[config.mk]
export PLATFORM = sky130hd
export DESIGN_NAME = term_parser
export DESIGN_NICKNAME = d
export VERILOG_FILES = /design/src/rtl/term_pkg.sv /design/src/rtl/term_fill.sv /design/src/rtl/term_parser.sv
export SDC_FILE = /design/constraint.sdc
export NUM_CORES = 1
export LEC_CHECK = 0
export ABC_AREA = 1
export BUFFER_PORTS_ARGS = -buffer_cell sky130_fd_sc_hd__buf_2
export CAP_MARGIN = 40
export CORE_MARGIN = 4
export CORE_UTILIZATION = 55
export CTS_BUF_LIST = sky130_fd_sc_hd__clkbuf_8
export CTS_CLUSTER_DIAMETER = 30
export DETAILED_ROUTE_END_ITERATION = 6
export PLACE_DENSITY = 0.79
export SYNTH_ARGS = -nofsm -noshare
export SYNTH_HDL_FRONTEND = slang
export SYNTH_SLANG_ARGS = --single-unit
[constraint.sdc]
create_clock -name clk100 -period 6.95 [get_ports clk100]
set_input_delay 0.3475 -clock clk100 [delete_from_list [all_inputs] [get_ports clk100]]
set_output_delay 0.3475 -clock clk100 [all_outputs]
set_load 0.05 [all_outputs]
[src/rtl/term_pkg.sv]
`default_nettype none
// ----------------------------------------------------------------------------
// term_pkg : character codes, parser state encoding and address helpers
// Rev 1.0
// ----------------------------------------------------------------------------
package term_pkg;

  localparam int C_COLS_DEF = 80;
  localparam int C_ROWS_DEF = 30;
  localparam int C_ADDR_W   = 12;

  localparam logic [7:0] C_BS    = 8'h08;
  localparam logic [7:0] C_TAB   = 8'h09;
  localparam logic [7:0] C_LF    = 8'h0A;
  localparam logic [7:0] C_CR    = 8'h0D;
  localparam logic [7:0] C_ESC   = 8'h1B;
  localparam logic [7:0] C_SPACE = 8'h20;

  typedef enum logic [1:0] {
    ST_IDLE = 2'd0,
    ST_ESC  = 2'd1,
    ST_CSI  = 2'd2,
    ST_FILL = 2'd3
  } state_e;

  // Width able to hold a cell count from 0 up to a full screen.
  function automatic int cnt_width(input int cols, input int rows);
    return $clog2(cols * rows + 1);
  endfunction

  function automatic logic [C_ADDR_W-1:0] cell_addr(input logic [4:0] prow,
                                                    input logic [6:0] col,
                                                    input int         cols);
    return C_ADDR_W'(prow) * C_ADDR_W'(cols) + C_ADDR_W'(col);
  endfunction

endpackage
`default_nettype wire

[src/rtl/term_fill.sv]
`default_nettype none
// ----------------------------------------------------------------------------
// term_fill : writes a run of cells one per cycle, wrapping physical rows
// Rev 1.0
// ----------------------------------------------------------------------------
module term_fill
  import term_pkg::*;
#(
  parameter int COLS  = C_COLS_DEF,
  parameter int ROWS  = C_ROWS_DEF,
  parameter int CNT_W = cnt_width(C_COLS_DEF, C_ROWS_DEF)
) (
  input  logic                clk100,
  input  logic                rst,
  input  logic                start_i,
  input  logic [4:0]          row_i,
  input  logic [6:0]          col_i,
  input  logic [CNT_W-1:0]    count_i,
  output logic                busy_o,
  output logic                last_o,
  output logic [C_ADDR_W-1:0] addr_o
);

  logic [4:0]       row_q;
  logic [6:0]       col_q;
  logic [CNT_W-1:0] cnt_q;

  always_ff @(posedge clk100) begin
    if (rst) begin
      row_q <= '0;
      col_q <= '0;
      cnt_q <= '0;
    end else if (start_i) begin
      row_q <= row_i;
      col_q <= col_i;
      cnt_q <= count_i;
    end else if (cnt_q != '0) begin
      cnt_q <= cnt_q - 1'b1;
      if (col_q == 7'(COLS - 1)) begin
        col_q <= '0;
        row_q <= (row_q == 5'(ROWS - 1)) ? 5'd0 : row_q + 5'd1;
      end else begin
        col_q <= col_q + 7'd1;
      end
    end
  end

  assign busy_o = (cnt_q != '0);
  assign last_o = (cnt_q == CNT_W'(1));
  assign addr_o = cell_addr(row_q, col_q, COLS);

endmodule
`default_nettype wire

[src/rtl/term_parser.sv]
`default_nettype none
// ----------------------------------------------------------------------------
// term_parser : UART byte-stream terminal interpreter driving character RAM
// Rev 1.0
// ----------------------------------------------------------------------------
module term_parser
  import term_pkg::*;
#(
  parameter int COLS = C_COLS_DEF,
  parameter int ROWS = C_ROWS_DEF
) (
  input  logic                clk100,
  input  logic                rst,
  input  logic [7:0]          rx_data,
  input  logic                rx_complete,
  output logic                wr_en,
  output logic [C_ADDR_W-1:0] wr_addr,
  output logic [7:0]          wr_data,
  output logic [6:0]          cursor_col,
  output logic [4:0]          cursor_row,
  output logic [4:0]          top_row,
  output logic                busy,
  output logic                overflow
);

  localparam int         CNT_W      = cnt_width(COLS, ROWS);
  localparam logic [6:0] C_LAST_COL = 7'(COLS - 1);
  localparam logic [4:0] C_LAST_ROW = 5'(ROWS - 1);

  state_e              state_q, state_d;
  logic [6:0]          col_q, col_d;
  logic [4:0]          row_q, row_d;
  logic [4:0]          top_q, top_d;
  logic [7:0]          p0_q, p0_d, p1_q, p1_d;
  logic                idx_q, idx_d;
  logic                hold_vld_q, hold_vld_d;
  logic [7:0]          hold_q, hold_d;
  logic                ovf_q, ovf_d;
  logic                pend_q, pend_d;
  logic                we_q, we_d;
  logic [C_ADDR_W-1:0] waddr_q, waddr_d;
  logic [7:0]          wdata_q, wdata_d;

  logic                fill_start;
  logic [4:0]          fill_row;
  logic [6:0]          fill_col;
  logic [CNT_W-1:0]    fill_cnt;
  logic                fill_busy, fill_last;
  logic [C_ADDR_W-1:0] fill_addr;

  logic                proceed, take, nl, nl_defer;
  logic [7:0]          b, p_sel, p_sat, tab_col, h_row, h_col;
  logic [11:0]         p_mul;
  logic [5:0]          phys_sum;
  logic [4:0]          phys_row;

  term_fill #(
    .COLS  (COLS),
    .ROWS  (ROWS),
    .CNT_W (CNT_W)
  ) u_fill (
    .clk100  (clk100),
    .rst     (rst),
    .start_i (fill_start),
    .row_i   (fill_row),
    .col_i   (fill_col),
    .count_i (fill_cnt),
    .busy_o  (fill_busy),
    .last_o  (fill_last),
    .addr_o  (fill_addr)
  );

  assign phys_sum = {1'b0, top_q} + {1'b0, row_q};
  assign phys_row = (phys_sum >= 6'(ROWS)) ? 5'(phys_sum - 6'(ROWS)) : phys_sum[4:0];

  always_comb begin
    state_d    = state_q;
    col_d      = col_q;
    row_d      = row_q;
    top_d      = top_q;
    p0_d       = p0_q;
    p1_d       = p1_q;
    idx_d      = idx_q;
    hold_vld_d = hold_vld_q;
    hold_d     = hold_q;
    ovf_d      = ovf_q;
    pend_d     = pend_q;
    we_d       = 1'b0;
    waddr_d    = waddr_q;
    wdata_d    = wdata_q;
    fill_start = 1'b0;
    fill_row   = phys_row;
    fill_col   = col_q;
    fill_cnt   = '0;
    nl         = 1'b0;
    nl_defer   = 1'b0;

    proceed = (state_q != ST_FILL) && !fill_busy;
    b       = hold_vld_q ? hold_q : rx_data;
    take    = proceed && (hold_vld_q || rx_complete);

    // A held byte and a fresh strobe can coexist only when the held one drains now.
    if (rx_complete) begin
      if (hold_vld_q && !proceed) begin
        ovf_d = 1'b1;
      end else if (hold_vld_q || !proceed) begin
        hold_vld_d = 1'b1;
        hold_d     = rx_data;
      end
    end else if (take) begin
      hold_vld_d = 1'b0;
    end

    p_sel   = idx_q ? p1_q : p0_q;
    p_mul   = 12'(p_sel) * 12'd10 + 12'(b - 8'h30);
    p_sat   = (p_mul > 12'd255) ? 8'hFF : p_mul[7:0];
    tab_col = {1'b0, col_q & 7'h78} + 8'd8;
    h_row   = (p0_q == 8'd0) ? 8'd0 : p0_q - 8'd1;
    h_col   = (p1_q == 8'd0) ? 8'd0 : p1_q - 8'd1;

    if (take) begin
      case (state_q)
        ST_IDLE: begin
          if (b >= 8'h20 && b <= 8'h7E) begin
            we_d    = 1'b1;
            waddr_d = cell_addr(phys_row, col_q, COLS);
            wdata_d = b;
            if (col_q == C_LAST_COL) begin
              col_d    = '0;
              nl       = 1'b1;
              nl_defer = 1'b1;
            end else begin
              col_d = col_q + 7'd1;
            end
          end else begin
            case (b)
              C_CR:  col_d = '0;
              C_BS:  if (col_q != '0) col_d = col_q - 7'd1;
              C_TAB: col_d = (tab_col > 8'(COLS - 1)) ? C_LAST_COL : tab_col[6:0];
              C_LF:  nl = 1'b1;
              C_ESC: state_d = ST_ESC;
              default: ;
            endcase
          end
        end
        ST_ESC: begin
          if (b == 8'h5B) begin
            state_d = ST_CSI;
            p0_d    = '0;
            p1_d    = '0;
            idx_d   = 1'b0;
          end else begin
            state_d = ST_IDLE;
          end
        end
        ST_CSI: begin
          if (b >= 8'h30 && b <= 8'h39) begin
            if (idx_q) p1_d = p_sat;
            else       p0_d = p_sat;
          end else if (b == 8'h3B) begin
            idx_d = 1'b1;
          end else begin
            state_d = ST_IDLE;
            if (b == 8'h48 || b == 8'h66) begin
              row_d = (h_row > 8'(ROWS - 1)) ? C_LAST_ROW : h_row[4:0];
              col_d = (h_col > 8'(COLS - 1)) ? C_LAST_COL : h_col[6:0];
            end else if (b == 8'h4A && p0_q == 8'd2) begin
              top_d      = '0;
              row_d      = '0;
              col_d      = '0;
              state_d    = ST_FILL;
              fill_start = 1'b1;
              fill_row   = '0;
              fill_col   = '0;
              fill_cnt   = CNT_W'(COLS * ROWS);
            end else if (b == 8'h4B) begin
              state_d    = ST_FILL;
              fill_start = 1'b1;
              fill_cnt   = CNT_W'(COLS) - CNT_W'(col_q);
            end
          end
        end
        default: ;
      endcase
    end

    // A scroll caused by wrapping a printed character waits one cycle so the
    // character write and the first blank write never collide.
    if (nl) begin
      if (row_q != C_LAST_ROW) begin
        row_d = row_q + 5'd1;
      end else begin
        top_d   = (top_q == C_LAST_ROW) ? 5'd0 : top_q + 5'd1;
        state_d = ST_FILL;
        if (nl_defer) begin
          pend_d = 1'b1;
        end else begin
          fill_start = 1'b1;
          fill_row   = top_q;
          fill_col   = '0;
          fill_cnt   = CNT_W'(COLS);
        end
      end
    end

    if (state_q == ST_FILL) begin
      if (pend_q) begin
        pend_d     = 1'b0;
        fill_start = 1'b1;
        fill_row   = (top_q == 5'd0) ? C_LAST_ROW : top_q - 5'd1;
        fill_col   = '0;
        fill_cnt   = CNT_W'(COLS);
      end else if (fill_last) begin
        state_d = ST_IDLE;
      end
    end
  end

  always_ff @(posedge clk100) begin
    if (rst) begin
      state_q    <= ST_IDLE;
      col_q      <= '0;
      row_q      <= '0;
      top_q      <= '0;
      p0_q       <= '0;
      p1_q       <= '0;
      idx_q      <= 1'b0;
      hold_vld_q <= 1'b0;
      hold_q     <= '0;
      ovf_q      <= 1'b0;
      pend_q     <= 1'b0;
      we_q       <= 1'b0;
      waddr_q    <= '0;
      wdata_q    <= '0;
    end else begin
      state_q    <= state_d;
      col_q      <= col_d;
      row_q      <= row_d;
      top_q      <= top_d;
      p0_q       <= p0_d;
      p1_q       <= p1_d;
      idx_q      <= idx_d;
      hold_vld_q <= hold_vld_d;
      hold_q     <= hold_d;
      ovf_q      <= ovf_d;
      pend_q     <= pend_d;
      we_q       <= we_d;
      waddr_q    <= waddr_d;
      wdata_q    <= wdata_d;
    end
  end

  assign wr_en      = we_q | fill_busy;
  assign wr_addr    = fill_busy ? fill_addr : waddr_q;
  assign wr_data    = fill_busy ? C_SPACE : wdata_q;
  assign cursor_col = col_q;
  assign cursor_row = row_q;
  assign top_row    = top_q;
  assign busy       = fill_busy;
  assign overflow   = ovf_q;

endmodule
`default_nettype wire

==> impl_metrics.json <==
{
  "syn_avg_cell_area_sq_um": 6.52,
  "place.gp.congestion": 0.965,
  "yosys.cell_count.top_type": "nand2_1",
  "fmax_mhz": 240,
  "port_buffers": 50,
  "grt_pass1_vias": 7525,
  "r2r-start": "idx_q",
  "p_seq_share_pct": 34.0,
  "cp.depth": 19,
  "pwr_density_cell_mw_per_mm2": 225,
  "tritoncts": "yes",
  "skew_ps": 14.5,
  "yosysTopAreaCell": "dfxtp_1",
  "die-area_sq_mm": 0.0171,
  "r2r-end": "p1_q[4]",
  "cts_resized": 0,
  "setup.worst_path.end": "p1_q[4]",
  "drv_slew": 0,
  "cp_cell_sequence": "o21ai_0, ha_1, ha_1, a21oi_1, nand2_1, a21oi_1, o21ai_0, xnor2_1, inv_1, ha_1, nand2_1, nor2_1, a211oi_1, a31o_2, nand3_1, nor2_1, nand3_1, nand2_1, a21oi_1",
  "grt_antenna_before_repair": 0,
  "drive_gt1_share_pct": 10.4,
  "crit_start": "idx_q",
  "drt_first_iter_violations": 666,
  "ys.flop_type": "dfxtp_1",
  "rsz0062_at_grt": "false",
  "tightest_slew_ps": 831,
  "grt_remaining_overflow": 0,
  "clk_latency_ps": 400,
  "period_share_pct": 59.9,
  "antenna_cells": 0,
  "die_w_um": 131,
  "p_comb_share_pct": 46.3,
  "synth_edf_count": 0,
  "clock-sinks": 92,
  "grt_usage_pct": 26.0,
  "finalSetupViolCount": 0,
  "dr.pass1.iters": 5,
  "cts-root-buf": "clkbuf_8",
  "p_clk_share_pct": 19.7,
  "hold_viol": 0,
  "syn_to_final_growth_pct": 6.50,
  "maxCapViolations": 0,
  "ys_seq_area_share_pct": 22.2,
  "swShare_pct": 46.8,
  "grt_pass1_wl_mm": 36.3,
  "cp-start-kind": "flop",
  "num_rows": 44,
  "ant_nets": 0,
  "synth_area_leaders": "dfxtp_1, nand2_1, ha_1",
  "holdBufCountCts": 0,
  "intPower_mw": 1.06,
  "min_period_ps": 4160,
  "post-cts-setup-buffer-count": 0,
  "worst-path-buf-inv": 1,
  "vias_per_cell": 5.65,
  "vdd_drop_max_mv": 0.123,
  "critPathRequiredTime_ps": 7200,
  "tns_ps": 0,
  "dp_hpwl_mm": 16.9,
  "vias": 8437,
  "crit_family": "compound AO/OA/AOI/OAI gates",
  "netSwitchingPower_mw": 0.932,
  "min_path_type": "primary input to flop",
  "cp.arrival_ps": 4410,
  "synth_nets": 1358,
  "leakage_nw": 4.21,
  "synth_top_area_share_pct": 22.2,
  "ff2ff_setup_slack_ps": 2790,
  "synthTopCellsByCount": "nand2_1, inv_1, nor2_1",
  "synthCells": 1272,
  "synth_warnings": 0,
  "cts_max_level": 3,
  "worst_path_largest_cell_delay_ps": 600,
  "ys_ff_latch": 92,
  "ys_types": 55,
  "cp_slowest_cell": "dfxtp_1",
  "status": "finished clean",
  "cts_buffers": 9,
  "path_class": "flop to flop",
  "wire_per_inst_um": 14.7,
  "die_h_um": 131,
  "end_kind": "flop",
  "clk_pin_slew_ps": 100,
  "syn_area_sq_mm": 0.00830,
  "core_sq_mm": 0.0146,
  "clock_path_buffers": 2,
  "drc": 0,
  "grt_max_degree": 63,
  "pin_count": 51,
  "slew_headroom_pct": 44.2,
  "finalWirelength_mm": 21.9,
  "start_util_pct": 56.7,
  "worst-path-max-fanout": 18,
  "reg2reg_depth": 19,
  "num-nets-final": 1389,
  "finalCoreUtilization_pct": 60.3,
  "async_reset_ff_share_pct": 0
}
worst register-to-register path, stage by stage (launching register included):
cell,delay [ps]
dfxtp_1,600
o21ai_0,260
ha_1,350
ha_1,350
a21oi_1,140
nand2_1,110
a21oi_1,140
o21ai_0,110
xnor2_1,150
inv_1,60
ha_1,340
nand2_1,110
nor2_1,50
a211oi_1,260
a31o_2,200
nand3_1,60
nor2_1,390
nand3_1,150
nand2_1,110
a21oi_1,70
power by group through the flow:
stage          Clock, mW  Combinational [mW]  Sequential, mW
3_3_place_gp           0               0.895           0.687
2_1_floorplan          0               0.736           0.678
5_1_grt            0.418                1.02           0.689
6_report           0.392               0.922           0.678
4_1_cts            0.395               0.914           0.677
3_5_place_dp           0               0.909           0.689
cell usage in the layout (no fill, tap or decap), types with 3 or more instances in the layout:
cell type,synthesis,final
nand2_1,247,247
inv_1,162,162
nor2_1,123,123
o21ai_0,120,120
a21oi_1,107,107
dfxtp_1,92,92
nand3_1,90,90
ha_1,68,68
buf_2,3,50
xor2_1,40,40
nor3_1,17,17
xnor2_1,15,15
nor2_2,15,15
nand2_2,13,13
nand4_1,13,13
a31oi_1,12,12
inv_2,10,10
o211ai_1,10,10
o21ai_1,9,9
clkbuf_8,0,9
fa_1,7,7
o21ai_2,6,6
nand3b_1,6,6
a211oi_1,5,5
o21bai_1,4,4
a21o_1,4,4
nor4_1,4,4
or2_2,3,3
or3_1,3,3
clkinvlp_4,0,3
area by class of cell:
class | instances | area [sq um]
inverter | 175 | 662
multi-input combinational | 972 | 5620
sequential | 92 | 1840
clock inverter | 7 | 81.3
clock buffer | 9 | 124
timing repair buffer | 53 | 277
fill | 1399 | 5810
tap | 184 | 230
sequential cells by signal, indices dropped and copies added, names as in the netlist, 2 cells and up:
signal and flops:
wdata_q 8, state_q 2, top_row 5, u_fill.row_q 5, hold_q 8, p0_q 8, waddr_q 12, cursor_row 5
u_fill.col_q 7, p1_q 8, cursor_col 7, u_fill.cnt_q 12
kinds of logic (layout without fill, tap and decap cells):
kind of cell,after synthesis,after routing,share of synthesized area (%)
buffers and inverters,208,244,10.1
and+or+nand+nor,549,549,30.2
adders and majority gates,75,75,11.9
xor gates and xnor gates,56,56,6.08
DFF,92,92,22.2
AOI/OAI and AO/OA,292,292,19.5
how the worst min path moves through the flow:
| stage | slack, ps | to | cells after the start | from |
|---|---|---|---|---|
| floorplan | 420 | hold_q[1] | 2 | hold_q[1] |
| global placement | 430 | hold_q[6] | 2 | hold_q[6] |
| detailed placement | 450 | hold_q[6] | 2 | hold_q[6] |
| CTS | 240 | hold_q[5] | 3 | rx_data[5] |
| global route | 250 | hold_q[5] | 3 | rx_data[5] |
| finish | 250 | hold_q[5] | 3 | rx_data[5] |
per-layer routing:
metal,track usage [%],vias up,part of all wire (%)
li1,-,4277,-
met1,37.7,3855,48
met2,40.1,272,43
met3,3.29,33,6.8
met4,8.11,0,2.1
met5,0,-,0
stage by stage:
stage	total power [mW]	cells	cell area, sq um	setup WS (ps)	hold WS [ps]
after floorplan	1.41	1272	8300	2990	424
after global placement	1.58	1475	8620	2910	434
after detailed placement	1.60	1476	8630	2820	446
after CTS	1.99	1492	8840	2800	240
after global routing	2.13	1492	8840	2360	250
final	1.99	1492	8840	2790	249
Note: power is estimated with default switching activity, not from simulation.
